## src/rtl/carfield_regbus_resp_demux.sv

```systemverilog
// Register-bus request router: decodes one upstream request to a target window,
// forwards it and returns the response. Optional forward-phase timeout via CARFIELD_REGBUS_TIMEOUT_EN.
module carfield_regbus_resp_demux #(
    parameter int NUM_TGT = 4,
    parameter int ADDR_W = 48,
    parameter int DATA_W = 32,
    parameter logic [NUM_TGT-1:0][ADDR_W-1:0] TGT_BASE = {ADDR_W'(32'h21003000), ADDR_W'(32'h21002000),
                                                          ADDR_W'(32'h21001000), ADDR_W'(32'h21000000)},
    parameter logic [NUM_TGT-1:0][ADDR_W-1:0] TGT_SIZE = {NUM_TGT{ADDR_W'(32'h1000)}},
    parameter logic [NUM_TGT-1:0] TGT_EN = {NUM_TGT{1'b1}},
    parameter int TO_CYCLES = 255
) (
    input  logic                      clk_i,
    input  logic                      rst_i,
    input  logic                      in_valid_i,
    input  logic                      in_write_i,
    input  logic [ADDR_W-1:0]         in_addr_i,
    input  logic [DATA_W-1:0]         in_wdata_i,
    input  logic [DATA_W/8-1:0]       in_wstrb_i,
    output logic                      in_ready_o,
    output logic                      in_error_o,
    output logic [DATA_W-1:0]         in_rdata_o,
    output logic [NUM_TGT-1:0]        out_valid_o,
    input  logic [NUM_TGT-1:0]        out_ready_i,
    input  logic [NUM_TGT-1:0]        out_error_i,
    output logic [ADDR_W-1:0]         out_addr_o,
    output logic [DATA_W-1:0]         out_wdata_o,
    output logic [DATA_W/8-1:0]       out_wstrb_o,
    output logic                      out_write_o,
    input  logic [NUM_TGT*DATA_W-1:0] out_rdata_i,
    output logic                      timeout_o
);

    localparam int IDX_W = (NUM_TGT > 1) ? $clog2(NUM_TGT) : 1;

    typedef enum logic [1:0] {
        ST_IDLE = 2'd0,
        ST_FWD  = 2'd1,
        ST_RESP = 2'd2
    } state_t;

    state_t state_q, state_d;

    logic [ADDR_W-1:0]   addr_q, addr_d;
    logic [DATA_W-1:0]   wdata_q, wdata_d;
    logic [DATA_W/8-1:0] wstrb_q, wstrb_d;
    logic                write_q, write_d;
    logic [IDX_W-1:0]    sel_q, sel_d;
    logic [DATA_W-1:0]   rdata_q, rdata_d;
    logic                err_q, err_d;

    logic                dec_hit;
    logic [IDX_W-1:0]    dec_idx;
    logic                fwd_ready;
    logic                fwd_to;

    if (TO_CYCLES < 1) begin : g_to_check
        $error("TO_CYCLES must be at least 1");
    end

    // Windows compared one bit wider so base+size cannot wrap; descending scan lets the lowest index win.
    always_comb begin
        dec_hit = 1'b0;
        dec_idx = '0;
        for (int i = NUM_TGT - 1; i >= 0; i--) begin
            if (TGT_EN[i] &&
                ({1'b0, in_addr_i} >= {1'b0, TGT_BASE[i]}) &&
                ({1'b0, in_addr_i} <  ({1'b0, TGT_BASE[i]} + {1'b0, TGT_SIZE[i]}))) begin
                dec_hit = 1'b1;
                dec_idx = IDX_W'(i);
            end
        end
    end

    assign fwd_ready = (state_q == ST_FWD) && out_ready_i[sel_q];

`ifdef CARFIELD_REGBUS_TIMEOUT_EN
    localparam int CNT_W = $clog2(TO_CYCLES + 1);

    logic [CNT_W-1:0] cnt_q, cnt_d;
    logic             timeout_q;

    // Ready on the terminal cycle still wins over the timeout.
    assign fwd_to = (state_q == ST_FWD) && !out_ready_i[sel_q] && (cnt_q == CNT_W'(TO_CYCLES - 1));

    always_comb begin
        cnt_d = cnt_q;
        if (state_q == ST_IDLE) begin
            cnt_d = '0;
        end else if ((state_q == ST_FWD) && !out_ready_i[sel_q]) begin
            cnt_d = cnt_q + CNT_W'(1);
        end
    end

    always_ff @(posedge clk_i or posedge rst_i) begin
        if (rst_i) begin
            cnt_q     <= '0;
            timeout_q <= 1'b0;
        end else begin
            cnt_q     <= cnt_d;
            timeout_q <= fwd_to;
        end
    end

    assign timeout_o = timeout_q;
`else
    assign fwd_to    = 1'b0;
    assign timeout_o = 1'b0;
`endif

    always_ff @(posedge clk_i or posedge rst_i) begin
        if (rst_i) begin
            state_q <= ST_IDLE;
        end else begin
            state_q <= state_d;
        end
    end

    always_comb begin
        state_d = state_q;
        case (state_q)
            ST_IDLE: if (in_valid_i) state_d = dec_hit ? ST_FWD : ST_RESP;
            ST_FWD:  if (fwd_ready || fwd_to) state_d = ST_RESP;
            ST_RESP: state_d = ST_IDLE;
            default: state_d = ST_IDLE;
        endcase
    end

    always_comb begin
        addr_d  = addr_q;
        wdata_d = wdata_q;
        wstrb_d = wstrb_q;
        write_d = write_q;
        sel_d   = sel_q;
        rdata_d = rdata_q;
        err_d   = err_q;
        if ((state_q == ST_IDLE) && in_valid_i) begin
            addr_d  = in_addr_i;
            wdata_d = in_wdata_i;
            wstrb_d = in_wstrb_i;
            write_d = in_write_i;
            sel_d   = dec_idx;
            rdata_d = '0;
            err_d   = !dec_hit;
        end else if (fwd_ready) begin
            rdata_d = out_rdata_i[sel_q*DATA_W +: DATA_W];
            err_d   = out_error_i[sel_q];
        end else if (fwd_to) begin
            rdata_d = '0;
            err_d   = 1'b1;
        end
    end

    always_ff @(posedge clk_i or posedge rst_i) begin
        if (rst_i) begin
            addr_q  <= '0;
            wdata_q <= '0;
            wstrb_q <= '0;
            write_q <= 1'b0;
            sel_q   <= '0;
            rdata_q <= '0;
            err_q   <= 1'b0;
        end else begin
            addr_q  <= addr_d;
            wdata_q <= wdata_d;
            wstrb_q <= wstrb_d;
            write_q <= write_d;
            sel_q   <= sel_d;
            rdata_q <= rdata_d;
            err_q   <= err_d;
        end
    end

    always_comb begin
        out_valid_o = '0;
        if (state_q == ST_FWD) out_valid_o[sel_q] = 1'b1;
        out_addr_o  = addr_q;
        out_wdata_o = wdata_q;
        out_wstrb_o = wstrb_q;
        out_write_o = write_q;
        in_ready_o  = (state_q == ST_RESP);
        in_rdata_o  = (state_q == ST_RESP) ? rdata_q : '0;
        in_error_o  = (state_q == ST_RESP) ? err_q : 1'b0;
    end

endmodule
```

## config.mk

```make
export PLATFORM = sky130hd
export DESIGN_NAME = carfield_regbus_resp_demux
export DESIGN_NICKNAME = d
export VERILOG_FILES = /design/src/rtl/carfield_regbus_resp_demux.sv
export SDC_FILE = /design/constraint.sdc
export NUM_CORES = 1
export LEC_CHECK = 0
export CELL_PAD_IN_SITES_DETAIL_PLACEMENT = 0
export CELL_PAD_IN_SITES_GLOBAL_PLACEMENT = 1
export CORE_UTILIZATION = 27
export DETAILED_ROUTE_END_ITERATION = 12
export GPL_TIMING_DRIVEN = 0
export PLACE_DENSITY = 0.78
export SYNTH_ARGS = -nofsm -noshare
export SYNTH_HDL_FRONTEND = slang
export SYNTH_SLANG_ARGS = --single-unit
```

## constraint.sdc

```tcl
create_clock -name clk_i -period 5.6 [get_ports clk_i]
set_input_delay 1.68 -clock clk_i [delete_from_list [all_inputs] [get_ports clk_i]]
set_output_delay 1.68 -clock clk_i [all_outputs]
set_load 0.02 [all_outputs]
```

==> results of run 1 <==
[area by class of cell]
class	count	area (um^2)	area share, %
Timing Repair Buffer	347	3490	33.7
Buffer	46	234	2.26
Sequential cell	122	3050	29.5
Multi-Input combinational cell	455	2610	25.2
Clock buffer	17	425	4.11
Inverter	2	12.5	0.121
Clock inverter	15	188	1.81
Tap cell	275	344	3.32
[sequential cells by signal, summed over array words and instances, names as in the netlist]
signal / cells
err_q: 1
rdata_q: 32
out_write_o: 1
out_wstrb_o: 4
out_addr_o: 48
sel_q: 2
out_wdata_o: 32
state_q: 2
[per-layer routing]
layer | global-route usage (%) | wire length [um] | share of wire (%)
met4 | 4.95 | 310 | 1.4
met1 | 22.4 | 8760 | 40
met2 | 33.9 | 10900 | 49
met5 | 0 | 10 | 0.045
met3 | 7.16 | 2060 | 9.4
[tightest hold or removal path: stages (launching register included)]
cell and delay (ns):
dfrtp_1 0.34, nand2_1 0.05, nand2_1 0.05
[power groups by stage]
stage | clock (mW) | sequential [mW] | combinational [mW]
after floorplan | 0 | 1.14 | 0.142
after global placement | 0 | 1.03 | 0.650
after detailed placement | 0 | 1.03 | 0.654
after CTS | 1.18 | 1.02 | 0.657
after global routing | 1.22 | 1.03 | 0.695
final | 1.15 | 1.01 | 0.647
[kinds of logic after synthesis]
kind of cell,after synthesis,synth area share (%)
AND/OR/NAND/NOR,413,30.2
flip-flops,122,51.7
buffers and inverters,48,4.09
multiplexers,36,13.3
AO/OA/AOI/OAI,5,0.699
other,1,0.0635
[cells in the final DEF, fill, tap and decap left out, types with 2 or more instances in the layout]
cell,synthesis,final
buf_1,8,8
buf_2,13,13
bufinv_16,0,3
and2_1,34,34
mux4_2,34,34
buf_4,4,4
mux2i_1,2,2
and3_1,3,3
clkbuf_1,17,17
nor3b_1,2,2
clkbuf_16,0,17
nor4_1,5,5
nand2_1,289,289
inv_6,0,7
nor2_1,4,4
buf_6,4,4
clkinv_2,0,2
nand3_1,66,66
nor2b_1,2,2
clkdlybuf4s50_1,0,346
nor3_1,3,3
nand4_1,2,2
clkinv_4,0,4
a22o_1,2,2
dfrtp_1,122,122
[worst max-delay path by stage]
stage,end,slack (ns),from,depth (start not counted)
6_report,in_rdata_o[22],1.38,state_q[0],4
5_1_grt,in_rdata_o[4],1.24,state_q[0],4
4_1_cts,in_rdata_o[4],1.35,state_q[0],4
3_5_place_dp,state_q[1],1.61,in_addr_i[23],5
3_3_place_gp,out_addr_o[0],-1.55,rst_i,2
2_1_floorplan,err_q,0.68,rst_i,1
[stage by stage]
stage	setup TNS (ns)	util, %	cells	setup WS, ns	total power, mW
floorplan	0	-	625	0.677	1.28
global placement	-187.89	45.8	1246	-1.55	1.68
detailed placement	0	45.9	1247	1.61	1.68
CTS	0	48.8	1279	1.35	2.85
global route	0	48.8	1279	1.24	2.94
finish	0	48.8	1279	1.38	2.81
==> impl_metrics.toml, run 1 <==
[die]
core_um2 = 21200
die_h_um = 150
die_w_um = 150
die-area_um2 = 22500
boundaryPins = 348
fp-row-count = 53
initial_core_util_pct = 27.8

[finish]
fillers = 2001
final_area_um2 = 10400
area_growth_pct = 75.4
nNetsFinal = 1215
drive_gt1_share_pct = 8.96
n_antenna_cell = 0

[global_routing]
grt_max_degree = 67
grt_remaining_overflow = 0
antenna_found_initial = 1
first_global_vias = 5832
grt_pass1_wl_um = 32700
grtUsageTotal_pct = 19.5

[logic_synthesis]
synth.avg_cell_area_um2 = 9.45
synth_top_cell_area_share_pct = 51.7
yosys_warnings = 0
syn-num-nets = 849
ys_top_cells_by_count = "nand2_1, dfrtp_1, nand3_1"
synth_seq_area_share_pct = 51.7
yosysMostFrequentCell = "nand2_1"
async_flop_share_pct = 100
synth_top_area_cell = "dfrtp_1"
ys_types = 27
syn_inst = 625
synth.area.top_cells = "dfrtp_1, nand2_1, mux4_2, nand3_1, and2_1"
ys_ff_latch = 122
syn_area_um2 = 5910
synth_flop_cell = "dfrtp_1"
synth-edff-count = 0

[clocking]
hold_buffers = 0
clock_latency_ns = 0.41
post_cts_buffers = 0
numCtsBuffers = 17
clockBufferDepth = 2
cts.reportedPaths.clkPinSlew_ns = 0.06
cts_resized = 0
cts_sinks = 122
cts_tree = "done"
root_buffer = "clkbuf_16"
h-tree-depth = 4

[critical_path]
crit_buf_inv = 2
crit_chain = "nor2b_1, clkbuf_1, and2_1, clkdlybuf4s50_1"
r2r-start = "sel_q[0]"
cpPeakStageDelay_ns = 0.63
crit_family = "buffers and inverters"
endpoint_kind = "output pin"
path_class = "register to output pin"
required_ns = 3.92
startpoint_type = "register"
r2r.worst_path.cells = 5
arrival_ns = 2.54
r2r_end = "rdata_q[23]"
worst-path-max-fanout = 10
crit_slowest_cell = "clkdlybuf4s50_1"
r2r_slack_ns = 3.83

[hold_path]
hold_end = "out_wstrb_o[1]"
hold_depth = 2
holdCritPathClass = "register to register"
min_from = "out_wstrb_o[1]"

[routing]
vias = 5736
drtAntennaViolNets = 0
drt-pass1-iter-count = 4
wirelength_um = 22000
drc = 0
drt-vias-per-instance = 4.48
wire_per_inst_um = 17.2
drt-initial-drc-count = 175

[power]
p_comb_share_pct = 23.0
pwr-share-clk_pct = 40.9
p_switching_mw = 0.789
power_leakage_nw = 4.69
pwr-share-seq_pct = 36.1
irDropWorstVdd_uv = 186
powerDensity_nw_per_um2 = 271
p_int_mw = 2.02
netSwitchingFraction_pct = 28.1

[run_status]
status = "complete, no violations"

[sta]
rsz0062_at_grt = "false"
fin_skew_ns = 0.0110
fin_crit_ns = 4.22
finalHoldViolCount = 0
finalSetupViolations = 0
slew-limit-headroom_pct = 55.6
finalCritPeriodShare_pct = 75.3
maxClockFrequency_ghz = 0.237
worstMarginPinSlew_ns = 0.662
slew_violations = 0
worst_hold_slack_ns = 0.470

[placement]
io_buffers = 346
placed_cell_area_um2 = 9750
hpwlAfterDp_um = 17200
gp_congestion = 0.821

[run]
cap_violations = 0
Note: power is estimated with default switching activity, not from simulation.
==> inputs of run 2 (changes only) <==
Settings changed: CORE_UTILIZATION 27 to 24, PLACE_DENSITY 0.78 to 0.73.
Clock period 5.6 ns to 3.57 ns, I/O delays scaled along.
==> run 2 against run 1 <==
Register-to-register slack got worse by 2.1 ns. Routed wire length rose by 3.7%. Final cell count rose by 4.0%. Largest power group unchanged. Sequential cell count did not move. Clock power rose by 50%. Critical endpoint is now out_valid_o[3]. First-iteration DRC count rose by 0.57%. Largest cell class unchanged. Sequential power rose by 57%. Clock-buffer cell count rose by 1. Critical path depth did not move. Critical path type unchanged. Sequential share of layout area fell by 0.20 points.
==> impl_metrics.toml, run 2 (same netlist as run 1, synthesis figures left out) <==
[critical_path]
startpoint_type = "register"
required_ns = 2.50
path_class = "register to output pin"
crit_top_cell = "buf_2"
endpoint_kind = "output pin"
crit_slowest_cell = "clkdlybuf4s50_1"
r2r_slack_ns = 1.78
worst-path-max-fanout = 10
arrival_ns = 2.33
crit_family = "buffers and inverters"
r2r.worst_path.cells = 5
crit_buf_inv = 3
r2r-start = "sel_q[0]"
r2r_end = "rdata_q[24]"
crit_chain = "buf_2, buf_2, and3_1, clkdlybuf4s50_1"
cpPeakStageDelay_ns = 0.63

[finish]
nNetsFinal = 1217
n_antenna_cell = 0
drive_gt1_share_pct = 9.44
fin_util_pct = 43.0
area_growth_pct = 76.6
final_common_cell = "clkdlybuf4s50_1"
largest_register_ffs = 48
final_cell_mix = "clkdlybuf4s50_1, nand2_1, dfrtp_1"
final_area_um2 = 10400
fillers = 2397
layoutNonFillerInstCount = 1330

[hold_path]
hold_end = "out_wdata_o[18]"
hold_depth = 2
min_from = "out_wdata_o[18]"
holdCritPathClass = "register to register"

[die]
fp-row-count = 57
die_w_um = 159
initial_core_util_pct = 24.4
die_h_um = 159
core_um2 = 24200
boundaryPins = 348
die-area_um2 = 25200

[routing]
drc = 0
wire_per_inst_um = 17.2
drt-vias-per-instance = 4.33
drt-pass1-iter-count = 4
drt-initial-drc-count = 176
vias = 5764
wirelength_um = 22800
drtAntennaViolNets = 0

[placement]
dp_cells = 1298
io_buffers = 346
gp_congestion = 0.826
placed_cell_area_um2 = 9840
place_ws_ns = 0.0399
hpwlAfterDp_um = 17700

[power]
p_int_mw = 3.11
pwr-share-seq_pct = 36.6
powerDensity_nw_per_um2 = 417
netSwitchingFraction_pct = 28.5
p_switching_mw = 1.24
pwr-share-clk_pct = 39.8
irDropWorstVdd_uv = 285
p_comb_share_pct = 23.5
total_power_mw = 4.35
power_leakage_nw = 4.69

[clocking]
cts_tree = "done"
root_buffer = "clkbuf_16"
cts_sinks = 122
cts.reportedPaths.clkPinSlew_ns = 0.06
clock_latency_ns = 0.42
numCtsBuffers = 17
h-tree-depth = 4
clockBufferDepth = 2

[sta]
finalSetupViolations = 0
fin_crit_ns = 3.40
finalWorstSetupSlack_ns = 0.173
finalCritPeriodShare_pct = 95.2
worst_hold_slack_ns = 0.471
slew-limit-headroom_pct = 51.4
rsz0062_at_grt = "false"
finalHoldViolCount = 0
finalSetupTns_ns = 0
slew_violations = 0
worstMarginPinSlew_ns = 0.722
maxClockFrequency_ghz = 0.294
fin_skew_ns = 0.00839

[global_routing]
grt_remaining_overflow = 0
grt_max_degree = 40
grt_pass1_wl_um = 36100
first_global_vias = 6310
grtUsageTotal_pct = 18.5
antenna_found_initial = 0

[run_status]
status = "complete, no violations"

[run]
cap_violations = 0
## run 2: power by group through the flow
stage / logic [mW] / clock network, mW / registers [mW]
detailed placement: 1.03 / 0 / 1.62
global placement: 1.03 / 0 / 1.61
global route: 1.11 / 1.84 / 1.61
finish: 1.02 / 1.73 / 1.59
floorplan: 0.223 / 0 / 1.78
CTS: 1.04 / 1.78 / 1.60
## run 2: metal layers
metal | track usage [%] | part of all wire [%] | vias up
met5 | 0 | 0 | -
met4 | 4.81 | 1.3 | 0
met3 | 7.34 | 9.2 | 20
met2 | 31.7 | 48 | 252
met1 | 21.6 | 41 | 2690
li1 | - | - | 2802
## run 2: final cells by class
class / count / area, um^2 / area share (%)
Multi-Input combinational cell: 455 / 2620 / 25.1
Sequential cell: 122 / 3050 / 29.3
Tap cell: 324 / 405 / 3.89
Clock buffer: 18 / 439 / 4.21
Timing Repair Buffer: 349 / 3520 / 33.8
Buffer: 46 / 236 / 2.27
Clock inverter: 14 / 146 / 1.40
Inverter: 2 / 11.3 / 0.108
## run 2: worst max-delay path by stage
stage             startpoint  depth (start not counted)  slack [ns]              end
3_5_place_dp   in_addr_i[23]                          5        0.04       state_q[1]
6_report            sel_q[1]                          4        0.17   out_valid_o[3]
4_1_cts           state_q[0]                          4        0.06   in_rdata_o[29]
5_1_grt           state_q[0]                          4        0.02    in_rdata_o[3]
2_1_floorplan          rst_i                          1        1.00            err_q
3_3_place_gp           rst_i                          2       -0.40  out_wdata_o[12]
## run 2: worst min-delay path: cells and delay by family, from the launching register on
family,cells,cell delay (ns)
flip-flops,1,0.34
AND/OR/NAND/NOR,2,0.10
## run 2: what timing repair did
action                                  4_1_cts  5_1_grt
endpoints found under the setup margin        6        1
buffers inserted                              0        0
hold buffers                                  0        0
pin swaps                                     0        0
resized for setup                             2        2
gates cloned                                  0        0
hold endpoints to repair                      0        0
==> inputs of run 3 (changes only) <==
Settings changed: ABC_CLOCK_PERIOD_IN_PS set to 3570, CORE_ASPECT_RATIO set to 0.6, CTS_CLUSTER_SIZE set to 28.
==> run 3 against run 2 <==
Die area barely moved. Combinational power barely moved. Routed wire length rose by 2.8%. Non-clock buffer count did not move. Clock-buffer cell count rose by 5. Register-to-register slack got worse by 0.10 ns. Core utilization rose by 0.15 points. Setup slack got worse by 0.037 ns. Critical endpoint is now in_rdata_o[30]. Largest cell class unchanged.
==> impl_metrics.toml, run 3 (same netlist as run 1, synthesis figures left out) <==
[run_status]
status = "complete, no violations"

[clocking]
clock_latency_ns = 0.42
cts.reportedPaths.clkPinSlew_ns = 0.06
root_buffer = "clkbuf_16"
numCtsBuffers = 17
post_cts_buffers = 0
h-tree-depth = 4
hold_buffers = 0
cts_sinks = 122
cts_tree = "done"
clockBufferDepth = 2

[routing]
drt-vias-per-instance = 4.37
drc = 0
wire_per_inst_um = 17.7
drtAntennaViolNets = 0
drt-initial-drc-count = 248
wirelength_um = 23500
drt-pass1-iter-count = 4
vias = 5812

[power]
power_leakage_nw = 4.69
netSwitchingFraction_pct = 28.3
pwr-share-seq_pct = 36.7
irDropWorstVdd_uv = 313
p_int_mw = 3.11
p_comb_share_pct = 23.6
p_switching_mw = 1.23
powerDensity_nw_per_um2 = 417
pwr-share-clk_pct = 39.7

[critical_path]
arrival_ns = 2.36
r2r.worst_path.cells = 6
endpoint_kind = "output pin"
worst-path-max-fanout = 10
path_class = "register to output pin"
startpoint_type = "register"
r2r_end = "out_wdata_o[26]"
r2r-start = "state_q[0]"
required_ns = 2.50
r2r_slack_ns = 1.68

[placement]
hpwlAfterDp_um = 18500
dp_cells = 1296
gp_congestion = 0.802
placed_cell_area_um2 = 9840
place_ws_ns = 0.311
io_buffers = 346

[sta]
finalCritPeriodShare_pct = 96.2
rsz0062_at_grt = "false"
finalSetupTns_ns = 0
fin_crit_ns = 3.43
finalWorstSetupSlack_ns = 0.135
finalSetupViolations = 0
fin_skew_ns = 0.00809
finalHoldViolCount = 0
slew-limit-headroom_pct = 53.0
slew_violations = 0
worstMarginPinSlew_ns = 0.706
maxClockFrequency_ghz = 0.291

[finish]
drive_gt1_share_pct = 9.34
final_common_cell = "clkdlybuf4s50_1"
nNetsFinal = 1217
fillers = 2398
layoutNonFillerInstCount = 1329
final_cell_mix = "clkdlybuf4s50_1, nand2_1, dfrtp_1"
area_growth_pct = 76.6
largest_register_ffs = 48
final_area_um2 = 10400

[die]
die_h_um = 124
fp-row-count = 44
core_um2 = 24200
initial_core_util_pct = 24.4
die_w_um = 205
boundaryPins = 348
die-area_um2 = 25300

[global_routing]
grt_pass1_wl_um = 35100
globalRouteMet2Util_pct = 27.4
grt_remaining_overflow = 0
grtUsageTotal_pct = 18.9
busiest_layer = "met2"
antenna_found_initial = 1
grt_max_degree = 38
use_met1_pct = 25.9
use_met3_pct = 7.62
first_global_vias = 5910

[hold_path]
hold_depth = 2
hold_end = "out_wdata_o[2]"
holdCritPathClass = "register to register"
min_from = "out_wdata_o[2]"

[run]
cap_violations = 0
run 3: cell count changes in the layout (fill, tap and decap cells not counted), sizes merged:
cell	delta
buf	-1
bufinv	-1
clkbuf	+6
clkinv	-1
diode	+1
inv	-3
run 3: repair_timing:
| item | in CTS | in global routing |
|---|---|---|
| resized for setup | 1 | 3 |
| cloned | 0 | 0 |
| endpoints found under the setup margin | 16 | 3 |
run 3: final cells by class:
cell class	count	area [um^2]	share of cell area, %
diodes	1	2.50	0.0240
plain buffers	46	236	2.27
clock buffers	23	498	4.77
clock inverters	9	88.8	0.852
inverters	2	11.3	0.108
multi-input cells	455	2620	25.1
flip-flops and latches	122	3050	29.3
well taps	322	403	3.86
repair buffers	349	3520	33.8
run 3: layer usage:
metal / routed length, um / share of wire, % / vias to the layer above
met1: 10900 / 46 / 2764
met5: 13 / 0.055 / -
met3: 2240 / 9.5 / 21
li1: - / - / 2801
met4: 298 / 1.3 / 2
met2: 10000 / 43 / 224
run 3: critical path, cell delays in order (launching register included):
cell and delay [ns]:
dfrtp_1 0.42, nor2b_2 0.30, clkbuf_1 0.38, and2_1 0.21, clkdlybuf4s50_1 0.63
run 3: power by group through the flow:
stage | clock network, mW | logic, mW | registers [mW]
finish | 1.72 | 1.03 | 1.60
global route | 1.84 | 1.11 | 1.61
CTS | 1.77 | 1.04 | 1.60
detailed placement | 0 | 1.03 | 1.62
global placement | 0 | 1.03 | 1.61
floorplan | 0 | 0.223 | 1.78
run 3: worst max path at each step:
stage                  startpoint              end  slack, ns  depth (start not counted)
finish                 state_q[0]   in_rdata_o[30]       0.14                          4
global route           state_q[1]   in_rdata_o[23]      0.003                          4
CTS                    state_q[0]   out_valid_o[2]       0.01                          6
global placement            rst_i  out_wdata_o[15]      -0.38                          2
floorplan                   rst_i            err_q       1.00                          1
detailed placement  in_addr_i[25]       state_q[1]       0.31                          5
run 3: through the flow:
step	hold slack, ns	total power, mW	util (%)
3_3_place_gp	0.456	2.64	40.5
3_5_place_dp	0.462	2.65	40.7
2_1_floorplan	0.458	2.01	-
6_report	0.473	4.35	43.2
4_1_cts	0.476	4.41	43.1
5_1_grt	0.495	4.57	43.2
